$ cat src/rtl/seq_divider.sv
// Multi-cycle signed non-restoring divider: one quotient bit per clock, result
// packed as {remainder, quotient} to feed the HI/LO register pair directly.
module seq_divider #(
    parameter int REG_SIZE = 32
) (
    input  logic                    clock,
    input  logic                    clear,
    input  logic                    start,
    input  logic [REG_SIZE-1:0]     dividend,
    input  logic [REG_SIZE-1:0]     divisor,
    output logic                    busy,
    output logic                    done,
    output logic                    div_by_zero,
    output logic [2*REG_SIZE-1:0]   c_data_out
);

    // Partial remainder spans (-2|D|, 2|D|) after the shift, with |D| up to 2^(REG_SIZE-1).
    localparam int PW = REG_SIZE + 2;
    localparam int CW = $clog2(REG_SIZE);

    typedef enum logic [1:0] {
        IDLE = 2'd0,
        CALC = 2'd1,
        FIX  = 2'd2
    } state_t;

    state_t                 state_r, state_s;
    logic [PW-1:0]          p_r, p_s;
    logic [REG_SIZE-1:0]    q_r, q_s;
    logic [REG_SIZE-1:0]    d_r, d_s;
    logic [CW-1:0]          cnt_r, cnt_s;
    logic                   neg_q_r, neg_q_s;
    logic                   neg_rem_r, neg_rem_s;
    logic                   zero_div_r, zero_div_s;

    logic                   busy_s, done_s, div_by_zero_s;
    logic [2*REG_SIZE-1:0]  data_s;

    logic [PW-1:0]          shifted_s, stepped_s, rem_full_s;
    logic [REG_SIZE-1:0]    rem_s, quo_s;

    function automatic logic [REG_SIZE-1:0] magnitude(input logic [REG_SIZE-1:0] value);
        if (value[REG_SIZE-1]) begin
            return (~value) + {{(REG_SIZE-1){1'b0}}, 1'b1};
        end else begin
            return value;
        end
    endfunction

    // Next-state, datapath step and registered-output values.
    always_comb begin
        state_s       = state_r;
        p_s           = p_r;
        q_s           = q_r;
        d_s           = d_r;
        cnt_s         = cnt_r;
        neg_q_s       = neg_q_r;
        neg_rem_s     = neg_rem_r;
        zero_div_s    = zero_div_r;
        busy_s        = busy;
        done_s        = 1'b0;
        div_by_zero_s = div_by_zero;
        data_s        = c_data_out;
        shifted_s     = '0;
        stepped_s     = '0;
        rem_full_s    = '0;
        rem_s         = '0;
        quo_s         = '0;

        case (state_r)
            IDLE: begin
                if (start) begin
                    neg_q_s       = dividend[REG_SIZE-1] ^ divisor[REG_SIZE-1];
                    neg_rem_s     = dividend[REG_SIZE-1];
                    d_s           = magnitude(divisor);
                    p_s           = '0;
                    cnt_s         = '0;
                    busy_s        = 1'b1;
                    div_by_zero_s = 1'b0;
                    if (divisor == '0) begin
                        // Raw dividend is parked in the quotient register for the result.
                        q_s        = dividend;
                        zero_div_s = 1'b1;
                        state_s    = FIX;
                    end else begin
                        q_s        = magnitude(dividend);
                        zero_div_s = 1'b0;
                        state_s    = CALC;
                    end
                end else begin
                    state_s = IDLE;
                end
            end
            CALC: begin
                shifted_s = {p_r[PW-2:0], q_r[REG_SIZE-1]};
                if (p_r[PW-1]) begin
                    stepped_s = shifted_s + {2'b00, d_r};
                end else begin
                    stepped_s = shifted_s - {2'b00, d_r};
                end
                p_s   = stepped_s;
                q_s   = {q_r[REG_SIZE-2:0], ~stepped_s[PW-1]};
                cnt_s = cnt_r + {{(CW-1){1'b0}}, 1'b1};
                if (cnt_r == CW'(REG_SIZE - 1)) begin
                    state_s = FIX;
                end else begin
                    state_s = CALC;
                end
            end
            FIX: begin
                if (zero_div_r) begin
                    data_s        = {q_r, {REG_SIZE{1'b1}}};
                    div_by_zero_s = 1'b1;
                end else begin
                    if (p_r[PW-1]) begin
                        rem_full_s = p_r + {2'b00, d_r};
                    end else begin
                        rem_full_s = p_r;
                    end
                    rem_s  = neg_rem_r ? (~rem_full_s[REG_SIZE-1:0] + {{(REG_SIZE-1){1'b0}}, 1'b1})
                                       : rem_full_s[REG_SIZE-1:0];
                    quo_s  = neg_q_r ? (~q_r + {{(REG_SIZE-1){1'b0}}, 1'b1}) : q_r;
                    data_s = {rem_s, quo_s};
                end
                done_s  = 1'b1;
                busy_s  = 1'b0;
                state_s = IDLE;
            end
            default: begin
                state_s = IDLE;
                busy_s  = 1'b0;
            end
        endcase
    end

    // State, datapath and output registers; clear overrides everything.
    always_ff @(posedge clock) begin
        if (clear) begin
            state_r     <= IDLE;
            p_r         <= '0;
            q_r         <= '0;
            d_r         <= '0;
            cnt_r       <= '0;
            neg_q_r     <= 1'b0;
            neg_rem_r   <= 1'b0;
            zero_div_r  <= 1'b0;
            busy        <= 1'b0;
            done        <= 1'b0;
            div_by_zero <= 1'b0;
            c_data_out  <= '0;
        end else begin
            state_r     <= state_s;
            p_r         <= p_s;
            q_r         <= q_s;
            d_r         <= d_s;
            cnt_r       <= cnt_s;
            neg_q_r     <= neg_q_s;
            neg_rem_r   <= neg_rem_s;
            zero_div_r  <= zero_div_s;
            busy        <= busy_s;
            done        <= done_s;
            div_by_zero <= div_by_zero_s;
            c_data_out  <= data_s;
        end
    end

endmodule

$ cat config.mk
export PLATFORM = sky130hd
export DESIGN_NAME = seq_divider
export DESIGN_NICKNAME = d
export VERILOG_FILES = /design/src/rtl/seq_divider.sv
export SDC_FILE = /design/constraint.sdc
export NUM_CORES = 1
export LEC_CHECK = 0
export ABC_AREA = 0
export ABC_CLOCK_PERIOD_IN_PS = 8220
export CAP_MARGIN = 20
export CELL_PAD_IN_SITES_DETAIL_PLACEMENT = 0
export CELL_PAD_IN_SITES_GLOBAL_PLACEMENT = 2
export CORE_AREA = 2 2 226 183
export DETAILED_ROUTE_END_ITERATION = 12
export DIE_AREA = 0 0 228 185
export PLACE_DENSITY = 0.91
export SLEW_MARGIN = 20
export SYNTH_ARGS = -nofsm -noshare
export SYNTH_HDL_FRONTEND = slang
export SYNTH_SLANG_ARGS = --single-unit
$ cat constraint.sdc
create_clock -name clock -period 8.22 [get_ports clock]
set_clock_uncertainty 0.05 [all_clocks]
set_input_delay 1.233 -clock clock [delete_from_list [all_inputs] [get_ports clock]]
set_output_delay 1.233 -clock clock [all_outputs]
set_load 0.03 [all_outputs]
==> metrics.md <==
| Metric | Value |
|---|---|
| FF+latch area | 3510 sq um |
| Average wire per standard cell | 18.5 microns |
| Vias | 13,400 |
| Gr usage total | 20.4% |
| Commonest non-fill, non-tap cell in the layout | nor2_1 |
| CP required | 8560 ps |
| CTS resizes | 0 |
| Clock sink count | 175 |
| Leak | 5.88 nW |
| Clock Tree Root | clkbuf_16 |
| Overall power | 3.83 mW |
| Worst Max-Slew Pin Slew | between 1000 and 1500 ps |
| Post-synthesis sequential area ratio | 26.1% |
| Fin Setup TNS | 0 ps |
| Area delta synth->final | 17.1% |
| Final setup violation count | 0 |
| Final ANT Viol Nets | 0 |
| Slew Limit Fails | 0 |
| Post-CTS setup buffer count | 0 |
| Setup slack, reg-to-reg | 3220 ps |
| Clock slew at reported path FFs | 70 ps |
| DIE HEIGHT | 185 microns |
| Count of port buffers added during placement | 133 |
| Crit-path max FO | 6 |
| I/O pin count | 134 |
| Final net count | 1,948 |
| Commonest non-fill, non-tap cells in the layout | nor2_1 (233), dfxtp_1 (173), nand2_1 (138) |
| Flops & latches, synth | 175 |
| Hold_buf cts | 0 |
| Reg2reg end | q_r[0] |
| Final setup margin | 3220 ps |
| Syn_area_per_cell | 7.69 sq um |
| Status | completed |
| Synth Flop Type | dfxtp_1 |
| Die area | 42,200 sq um |
| Initial antenna violation count | 0 |
| Fin. Hold Viols | 0 |
| Fmax achieved | 200 MHz |
| CP arrival | 5340 ps |
| Detailed router's first-iteration violation count | ~1,400 |
| Post-route minimum period | 5000 ps |
| Period utilization | 60.8% |
| Ant. Diodes | 0 |
| Critical Path End | q_r[0] |
| Clock tree from TritonCTS | done |
| DRT Pass-1 Iters | 6 |
| Vias per std cell | 5.67 |
| Vias in the first global route | between 10,000 and 15,000 |
| Die W | approximately 230 microns |
| Max-cap violations | 0 |
| Post-Syn Nets | 1,888 |
| Post-synth EDFFs | 0 |
| Area of the multi-input gates | 9400 sq um |
| Clock tree buffer depth | 2 |
| Mapped Area | 13,400 sq um |
| CP endpoint kind | register |
| First-pass GRT wire length | 69,000 microns |
| Synth warn | 0 |
| Core Region | between 40,000 and 50,000 sq um |
| Cells after Synth | 1,748 |
| CTS buffer count | 17 |
| Yosys cell types | 73 |
| Critical path origin | d_r[2] |
| Power Dens Cells | ~240 nW/um^2 |
| Worst rel slew slack | 32.1% |
| Total Wirelength | 43,600 microns |
| Largest net degree at the start of global routing | between 90 and 100 |
| CP Launch Type | register |
| Fill count | around 4,200 |
| Worst slack, placed | approximately 2800 ps |
| RSZ-0062 raised after global routing | no |
| Layout cells sized above 1 | 4.23% |
| H-Tree Depth | 4 |
| Initial Util | 33.5% |
| Routability cong. | 0.841 |
| Kind of critical path | reg -> reg |
| R2r startpoint | d_r[2] |
| Post-DP HPWL | 32,900 microns |
| Worst vdd ir | 0.173 mV |
| Grt ovf | 0 |
| Worst-Skew Late Latency | roughly 470 ps |
| Worst reg2reg path depth | 17 |
| Detailed-route DRC error count | 0 |
| Fraction of registers with async set/reset | 0% |
| Hold Crit Class | reg -> reg |
| # rows | 66 |
[flip-flops by register name (all words and copies together), names as in the netlist]
register,flops
state_r,2
d_r,32
busy,1
neg_q_r,1
cnt_r,5
c_data_out,64
done,1
neg_rem_r,1
zero_div_r,1
q_r,32
p_r,34
div_by_zero,1
[worst max-delay path: stages, from the launching register on]
cell and delay (ps):
dfxtp_1 380, nor3_1 290, nand2b_1 150, nor4_1 540, and3_1 410, nor2_1 90
xor2_1 150, ha_1 360, and3_1 210, nand3_1 110, nor2b_1 320, o211ai_1 280
a21oi_1 340, a31oi_1 210, o31ai_1 280, o21ai_0 220, or3_1 410, a31oi_1 140
[metal layers]
layer  up-vias  GRT usage, %  share of wire (%)
met4         0          5.18                1.6
li1       6553             -                  -
met3        37          3.25                4.5
met2       343          33.7                 46
met5         -             0                  0
met1      6473          27.7                 48
[layout make-up]
type,count,area share [%]
well taps,544,4.33
inverters,36,0.859
repair buffers,146,9.15
clock buffers,18,2.73
clock inverters,14,0.891
flip-flops and latches,175,22.3
multi-input cells,1432,59.8
[how the worst min path moves through the flow]
stage / start / end / cells after the start / slack, ps
after floorplan: p_r[32] / p_r[32] / 1 / 420
after global placement: c_data_out[48] / c_data_out[48] / 2 / 390
after detailed placement: c_data_out[48] / c_data_out[48] / 2 / 400
after CTS: c_data_out[32] / c_data_out[32] / 2 / 410
after global routing: c_data_out[34] / c_data_out[34] / 2 / 430
final: c_data_out[32] / c_data_out[32] / 2 / 410
[stage by stage]
stage	util (%)	hold slack, ps	instances	instance area, sq um
after global placement	37.7	395	2332	15100
after CTS	39.2	411	2365	15700
final	39.2	406	2365	15700
after floorplan	-	422	1748	13400
after global routing	39.2	427	2365	15700
after detailed placement	37.8	399	2333	15200
[cell families (layout without fill, tap and decap cells)]
family	Yosys count	in the layout	share of synthesized area, %
AND/OR/NAND/NOR	596	596	21.0
adder cells (fa/ha/maj)	73	73	6.91
AO/OA/AOI/OAI	553	553	27.9
flip-flops	175	175	26.1
XOR/XNOR	191	191	12.6
multiplexers	19	19	1.46
buffers and inverters	141	214	4.11
[Yosys cell counts (10+ instances only)]
| master | instances | share of area, % |
|---|---|---|
| nand3_1 | 28 | 1.0 |
| o21ai_0 | 102 | 3.8 |
| or4_1 | 14 | 0.78 |
| or3_1 | 23 | 1.1 |
| a31oi_1 | 19 | 0.88 |
| a22oi_1 | 24 | 1.3 |
| a21o_1 | 29 | 1.6 |
| a211oi_1 | 78 | 4.4 |
| o22ai_1 | 11 | 0.51 |
| inv_1 | 35 | 0.98 |
| o21a_1 | 10 | 0.56 |
| nand2b_1 | 26 | 1.2 |
| nand4_1 | 15 | 0.70 |
| nor2_1 | 234 | 6.5 |
| a22o_1 | 12 | 0.78 |
| xor2_1 | 97 | 6.3 |
| xnor2_1 | 93 | 6.1 |
| clkbuf_1 | 96 | 2.7 |
| nor3_1 | 34 | 1.3 |
| dfxtp_1 | 175 | 26 |
| o211ai_1 | 19 | 1.1 |
| a21oi_1 | 117 | 4.4 |
| o41ai_1 | 12 | 0.78 |
| and3_1 | 10 | 0.47 |
| o31ai_1 | 33 | 1.8 |
| ha_1 | 71 | 6.6 |
| nand2_1 | 138 | 3.9 |
| nor2b_1 | 15 | 0.70 |
| nor4_1 | 15 | 0.70 |
| mux2i_1 | 14 | 1.0 |
| a222oi_1 | 27 | 2.0 |
[power by group]
group	internal [mW]	leakage, nW	switching, mW
clock network	0.405	0.280	0.418
registers	0.919	1.43	0.132
logic	0.831	4.17	1.13
Note: power is estimated with default switching activity, not from simulation.
